--- src/rtl/dvi_pattern_gen.sv ---
// Bring-up raster source: colour bars, solid, checkerboard or gradient on a ready/valid pixel stream.
// Define PATTERN_SCROLL_EN to scroll the colour bars left by one pixel per completed frame.
module dvi_pattern_gen #(
  parameter int unsigned WIDTH  = 800,
  parameter int unsigned HEIGHT = 600,
  parameter int unsigned BAR_W  = 100
) (
  input  logic        clk,
  input  logic        rst_n,
  input  logic        enable,
  input  logic [1:0]  mode,
  input  logic [23:0] solid_color,
  output logic [23:0] video,
  output logic        video_valid,
  input  logic        video_ready,
  output logic        frame_done,
  output logic [15:0] frame_count
);

  localparam int unsigned XW = $clog2(WIDTH);
  localparam int unsigned YW = $clog2(HEIGHT);

  typedef enum logic {S_IDLE, S_ACTIVE} state_t;

  state_t        r_state, w_state;
  logic [XW-1:0] r_x, w_x;
  logic [YW-1:0] r_y, w_y;
  logic [1:0]    r_mode_q, w_mode_q;
  logic [23:0]   r_color_q, w_color_q;
  logic [23:0]   r_video, w_video;
  logic          r_valid, w_valid;
  logic          r_frame_done, w_frame_done;
  logic [15:0]   r_frame_count, w_frame_count;
  logic [15:0]   w_off_now, w_off_next;
  logic          w_accept, w_eol, w_last;

  // Pixel value for (px, py); poff rotates the bar pattern horizontally.
  function automatic logic [23:0] f_pixel(input logic [15:0] px, input logic [7:0] py,
                                          input logic [1:0] pm, input logic [23:0] pc,
                                          input logic [7:0] pfc, input logic [15:0] poff);
    logic [16:0] xs;
    logic [16:0] idx;
    logic [23:0] pix;
    xs = 17'(px) + 17'(poff);
    if (xs >= 17'(WIDTH)) xs = xs - 17'(WIDTH);
    idx = xs / 17'(BAR_W);
    pix = 24'h000000;
    case (pm)
      2'd0: begin
        case (idx)
          17'd0:   pix = 24'hFFFFFF;
          17'd1:   pix = 24'hFFFF00;
          17'd2:   pix = 24'h00FFFF;
          17'd3:   pix = 24'h00FF00;
          17'd4:   pix = 24'hFF00FF;
          17'd5:   pix = 24'hFF0000;
          17'd6:   pix = 24'h0000FF;
          default: pix = 24'h000000;
        endcase
      end
      2'd1:    pix = pc;
      2'd2:    pix = (px[5] ^ py[5]) ? 24'hFFFFFF : 24'h000000;
      default: pix = {px[7:0], py, pfc};
    endcase
    return pix;
  endfunction

  assign w_accept = r_valid & video_ready;
  assign w_eol    = (r_x == XW'(WIDTH - 1));
  assign w_last   = w_accept & w_eol & (r_y == YW'(HEIGHT - 1));

`ifdef PATTERN_SCROLL_EN
  logic [XW-1:0] r_offset, w_offset;

  assign w_offset   = w_last ? ((r_offset == XW'(WIDTH - 1)) ? '0 : r_offset + XW'(1)) : r_offset;
  assign w_off_now  = 16'(r_offset);
  assign w_off_next = 16'(w_offset);

  always_ff @(posedge clk or negedge rst_n) begin
    if (!rst_n) r_offset <= '0;
    else        r_offset <= w_offset;
  end
`else
  assign w_off_now  = 16'd0;
  assign w_off_next = 16'd0;
`endif

  always_ff @(posedge clk or negedge rst_n) begin
    if (!rst_n) r_state <= S_IDLE;
    else        r_state <= w_state;
  end

  always_comb begin
    w_state = r_state;
    case (r_state)
      S_IDLE:  if (enable) w_state = S_ACTIVE;
      default: if (w_last && !enable) w_state = S_IDLE;
    endcase
  end

  // Next raster position and pixel; a frame boundary relatches the configuration.
  always_comb begin
    w_x           = r_x;
    w_y           = r_y;
    w_mode_q      = r_mode_q;
    w_color_q     = r_color_q;
    w_video       = r_video;
    w_valid       = r_valid;
    w_frame_done  = 1'b0;
    w_frame_count = r_frame_count;
    case (r_state)
      S_IDLE: begin
        w_valid = 1'b0;
        if (enable) begin
          w_mode_q  = mode;
          w_color_q = solid_color;
          w_x       = '0;
          w_y       = '0;
          w_video   = f_pixel(16'd0, 8'd0, mode, solid_color, r_frame_count[7:0], w_off_now);
          w_valid   = 1'b1;
        end
      end
      default: begin
        if (w_accept) begin
          if (w_last) begin
            w_frame_done  = 1'b1;
            w_frame_count = r_frame_count + 16'd1;
            w_x           = '0;
            w_y           = '0;
            if (enable) begin
              w_mode_q  = mode;
              w_color_q = solid_color;
              w_video   = f_pixel(16'd0, 8'd0, mode, solid_color, w_frame_count[7:0], w_off_next);
            end else begin
              w_valid = 1'b0;
            end
          end else begin
            w_x     = w_eol ? '0 : r_x + XW'(1);
            w_y     = w_eol ? r_y + YW'(1) : r_y;
            w_video = f_pixel(16'(w_x), 8'(w_y), r_mode_q, r_color_q, r_frame_count[7:0], w_off_now);
          end
        end
      end
    endcase
  end

  always_ff @(posedge clk or negedge rst_n) begin
    if (!rst_n) begin
      r_x           <= '0;
      r_y           <= '0;
      r_mode_q      <= '0;
      r_color_q     <= '0;
      r_video       <= '0;
      r_valid       <= 1'b0;
      r_frame_done  <= 1'b0;
      r_frame_count <= '0;
    end else begin
      r_x           <= w_x;
      r_y           <= w_y;
      r_mode_q      <= w_mode_q;
      r_color_q     <= w_color_q;
      r_video       <= w_video;
      r_valid       <= w_valid;
      r_frame_done  <= w_frame_done;
      r_frame_count <= w_frame_count;
    end
  end

  assign video       = r_video;
  assign video_valid = r_valid;
  assign frame_done  = r_frame_done;
  assign frame_count = r_frame_count;

endmodule

--- config.mk ---
export PLATFORM = sky130hd
export DESIGN_NAME = dvi_pattern_gen
export DESIGN_NICKNAME = d
export VERILOG_FILES = /design/src/rtl/dvi_pattern_gen.sv
export SDC_FILE = /design/constraint.sdc
export NUM_CORES = 1
export LEC_CHECK = 0
export ABC_AREA = 1
export CAP_MARGIN = 20
export CORE_AREA = 3 3 123 125
export DETAILED_ROUTE_END_ITERATION = 8
export DIE_AREA = 0 0 126 128
export PLACE_DENSITY = 0.56
export SLEW_MARGIN = 20
export SYNTH_ARGS = -nofsm -noshare
export SYNTH_HDL_FRONTEND = slang
export SYNTH_SLANG_ARGS = --single-unit
--- constraint.sdc ---
create_clock -name clk -period 8.3 [get_ports clk]
set_clock_uncertainty 0.05 [all_clocks]
set_input_delay 2.075 -clock clk [delete_from_list [all_inputs] [get_ports clk]]
set_output_delay 2.075 -clock clk [all_outputs]
set_load 0.1 [all_outputs]
Word level (Yosys, flattened, before mapping)
Index checks and enable logic that the tools add are counted.

Bits in registers: 89. Input port bits: 30.

Equal/unequal tests: 29. Bitwise gates (word level): 4. Mux-type cells: 48. Add/sub/neg operators: 4. $lt $le $gt $ge: 1. Div/mod/pow operators: 3. Reduce and logical (&&, ||, !) cells: 14.

Operators by type and width (count): $pmux 24 s7 (3); $mux 24 (10); $pmux 24 s3 (3); $eq 17x3->1 const B (9); $mux 17 (9); $eq 17x2->1 const B (6); $mux 10 (9); $div 17x7->17 const B (3); $eq 17x1->1 const B (3); $logic_not 17->1 (3); $add 10x1->10 const B (2); $eq 10x10->1 const B (2); $add 16x1->16 const B (1); $reduce_and 3->1 (4); $sub 10x10->11 const B (1); $ge 10x10->1 const B (1); $mux 1 (10); $mux 2 (4); $eq 2x1->1 const B (2); $eq 2x2->1 const B (2); $logic_not 2->1 (2); $ne 2x1->1 const B (2); $reduce_and 2->1 (2); $and 1x1->1 (3); other kinds (7) (7).

Longest topological paths before layout
Depth in word-level cells: 14. Depth in mapped cells: 30.

Worst setup path before layout
No wires, ideal clock.

Path type: in2reg. Start: in video_ready. End: reg r_video[5] (netlist: video[5]). Arrival time: 3744 ps. Setup slack: 4379 ps. Path buffers: 1. Stages: 11. Path through: nand2_1 nor4_1 inv_1 nand2_1 inv_1 or2_2 o21ai_1 inv_1 clkbuf_1 nor2_1 a21oi_2.

Word-level cells in the longest chain between the ends: 6.

Ends and longest elaborated chain: from (decl) (RTL line 15) `input logic video_ready,`; $and 1x1->1 (*) (RTL line 68) `assign w_accept = r_valid & video_ready;`; $and 1x1->1 (2 in a row) (RTL line 70) `assign w_last = w_accept & w_eol & (r_y == YW'(HEIGHT - 1));`; $mux 24 (RTL line 125) `if (w_last) begin`; $mux 24 (RTL line 124) `if (w_accept) begin`; $mux 24 (RTL line 111) `case (r_state)`; to (signal assigned) (RTL line 162) `r_video <= w_video;`; to (decl) (RTL line 30) `logic [23:0] r_video, w_video;`.

Every way passes the cells marked *; elsewhere a longest branch is shown, timed or not. The select of a mux whose other input is x is not followed. A chain may end at the register's enable or synchronous reset.

Worst setup path in the final report
Start: in video_ready. End: reg r_video[0] (netlist: video[0]).

Same word-level chain as after synthesis.

==> impl_results.md <==
* Post-cts resize count at 0
* Die ar. at roughly 0.016 mm2
* Switching share of power at between 50% and 60%
* Core box area at approximately 0.014 mm2
* Cts bufs inserted at 9
* Clk_lat worst skew at 350 ps
* Most common cell in the netlist: nand2_1
* # nets final at just under 800
* Post-synthesis instance total at roughly 700
* Synth Area in Simple Gates at a little over a quarter
* WP buf/inv at 4
* DR iter-0 viols at about 390
* Hold buffer count at cts at 0
* # diodes at 0
* Vias in the first global route at 4938
* Comb power frac at roughly 56%
* CTS Buffer Depth at 2
* Vias per inst at roughly 5.3
* Clk slew on worst S/H paths at 70 ps
* Net Count, Synth at 734
* Top-level port count at between 70 and 80
* Fmax at between 150 and 200 MHz
* Peak supply drop at between 200 and 250 uV
* TritonCTS clock tree: done
* Slew Viols, Final at 0
* Post-layout instance area at 0.006764 mm2
* Distinct cells, synth at 46
* Remaining DRCs at 0
* Starting Density at between 40 and 50%
* Main synth FF type: dfrtp_1
* Layout filler cell count at 1400
* Setup TNS at 0 ps
* Pint at approximately 1200 uW
* EDFF count, synth at 0
* Flops & latches, synth at about 90
* DRT Pass-1 Iters at 5
* Total power at ~2400 uW
* Largest net degree at the start of global routing at between 70 and 80
* Routed WL per cell at ~17 um
* Rel. slew slack at between 30% and 40%
* Final hold vios at 0
* Combinational family with the most area after synthesis: simple AND/OR/NAND/NOR gates
* Status: complete, no violations
* Setup crit end kind: flip-flop
* Clock root cell: clkbuf_16
* Multi-input logic area at roughly 0.003 mm2
* Area grow syn2layout at 20.83%
* Initial antenna violation count at 0
* Layout cells sized above 1 at between 10 and 15%
* Critical path arrival at ~5500 ps
* Clk sinks at between 80 and 90
* Final setup fails at 0
* WP data required at approximately 8500 ps
* Final period utilization at 63.09%
* Top-area cell type share of the netlist area at 39.79%
* Crit-path leading delay family: buffers and inverters
* Least-Margin Pin Slew at approximately 1000 ps
* First-pass GRT wire length at 26330 um
* Chip width at roughly 130 um
* RSZ-0062 raised after global routing: no
* Final WL at 16080 um
* Sw Pwr at roughly 1200 uW
* Syn Area/Cell at between 8 and 9 um2
* Grt ovf at 0
* Synth Area in XOR/XNOR at under 10%
* Synth cell count leaders: nand2_1, dfrtp_1, inv_1
* # Max-Cap Violations at 0
* Sequential Power Share at between 20% and 30%
* Die H at around 130 um
* Critical Path Max Stage Delay at between 400 and 500 ps
* Clock share of power at 17.1%
* Synth warn at 0
* Startpoint types: input port
* Seq/Total Area, Yosys at between 30% and 40%
* Compound-Gate Fraction of Synth Area at ~18%
* Post-DRT Antenna Nets at 0
* Syn Std Cell Area at roughly 0.0056 mm2
* Storage element area at approximately 0.0022 mm2
* CP Max Fanout at between 40 and 50
* Yosys top cell by area: dfrtp_1
* Max stage delay cell, worst path: inv_2
* Fraction of registers with async set/reset at 100.0%
* Critical-path cell list: clkdlybuf4s50_1, nand2_1, nor4_1, inv_1, nand2_1, inv_1, or2_2, o21ai_1, inv_2, o211a_1, a21oi_2
* Vias at slightly above 5000
* P_leak at roughly 0.0030 uW
* GP Congestion at roughly 0.86
* Worst hold path class: flip-flop to flip-flop
* Final Critical Period at 5237 ps
* Total GRT Usage at 20.39%
* Buffers added on ports at between 70 and 80
* Ranking of synthesized cells by area: dfrtp_1, nand2_1, a21oi_1, inv_1, nor2_1
* Site Rows at between 40 and 50
* # Post-CTS Setup Buffers at 0
* H-tree levels at 3
* Placed cell areas at about 0.0064 mm2
* Power density over the cells at approximately 350 mW/mm2
* Crit Path Category: input port to flip-flop
* Synth Area in Adders at under 10%
* Hpwl dp at between 10000 and 15000 um
* Post-synthesis mux area share at 3.621%
==> final timing paths <==
check | depth (start not counted) | endpoint | slack (ps) | startpoint
max in group asynchronous | 3 | video[19]$_DFFE_PN0P_ | 5750 | rst_n
hold / removal | 1 | frame_count[15]$_DFFE_PN0P_ | 430 | frame_count[15]$_DFFE_PN0P_
setup reg to reg | 13 | video[0]$_DFFE_PN0P_ | 4110 | r_x[1]$_DFFE_PN0P_
hold reg to reg | 1 | frame_count[15]$_DFFE_PN0P_ | 430 | frame_count[15]$_DFFE_PN0P_
min in group asynchronous | 1 | r_y[3]$_DFFE_PN0P_ | 1510 | rst_n
setup / recovery | 11 | video[0]$_DFFE_PN0P_ | 3060 | video_ready
==> cells by family (layout without fill, tap and decap cells) <==
family          after synthesis  after routing
compound gates              161            161
xor+xnor                     22             22
fa+ha+maj                     5              5
buf+inv                     100            165
flops                        89             89
mux                          18             18
simple gates                304            304
==> metrics by stage <==
| stage | setup WS [ps] | hold slack, ps | std cells | utilization [%] |
|---|---|---|---|---|
| after detailed placement | 2682 | 414.8 | 928 | 46.10 |
| after global routing | 2775 | 456.9 | 944 | 48.35 |
| after global placement | 2531 | 411.4 | 928 | 46.10 |
| final | 3063 | 425.2 | 944 | 48.35 |
| after CTS | 3037 | 428.3 | 943 | 48.14 |
| after floorplan | 4379 | 423.9 | 699 | - |
==> final cells by class <==
| class | instances | area share [%] |
|---|---|---|
| Sequential cell | 89 | 32.93 |
| Tap cell | 180 | 3.330 |
| Multi-Input combinational cell | 510 | 44.15 |
| Inverter | 75 | 4.162 |
| Clock buffer | 10 | 3.385 |
| Clock inverter | 5 | 0.8324 |
| Timing Repair Buffer | 75 | 11.21 |
==> flip-flops by register name, summed over array words and instances, names as in the netlist <==
register     flops
r_y             10
video           24
r_mode_q         2
r_x             10
r_color_q       24
frame_count     16
frame_done       1
video_valid      1
r_state          1
==> power by group through the flow <==
stage / combinational [uW] / clock (uW) / sequential, uW
6_report: 1350 / 409 / 639
5_1_grt: 1460 / 435 / 653
4_1_cts: 1350 / 417 / 638
3_5_place_dp: 1340 / 0 / 645
3_3_place_gp: 1330 / 0 / 645
2_1_floorplan: 647 / 0 / 1020
==> routing by layer <==
layer | GRT usage [%] | vias up | part of all wire [%]
li1 | - | 2483 | -
met1 | 28.19 | 2407 | 48
met2 | 33.55 | 147 | 47
met3 | 4.167 | 10 | 4.8
met4 | 3.849 | 0 | 0.65
met5 | 0 | - | 0
==> worst reg2reg max path, delay by kind of cell, from the launching register on <==
kind            cells  cell delay (ps)
compound gates      3              760
fa+ha+maj           1              240
buf+inv             3              970
flops               1              450
simple gates        6             1650
==> layout by cell type (no fill, tap or decap), drive strengths merged <==
cell type        n
nand2          155
dfrtp           89
inv             73
clkdlybuf4s50   70
nor2            68
a21oi           59
nand3           51
o21ai           45
mux2            18
xor2            18
a31oi           17
o22ai           15
o211ai          15
nor3            10
nand4           10
clkbuf          10
nor4             5
ha               5
buf              5
clkinv           5
xnor2            4
a211oi           3
or2              2
a221o            2
o21bai           1
o31ai            1
nor3b            1
o41ai            1
or3              1
a21o             1
and3             1
o211a            1
bufinv           1
clkinvlp         1
Note: power is estimated with default switching activity, not from simulation.
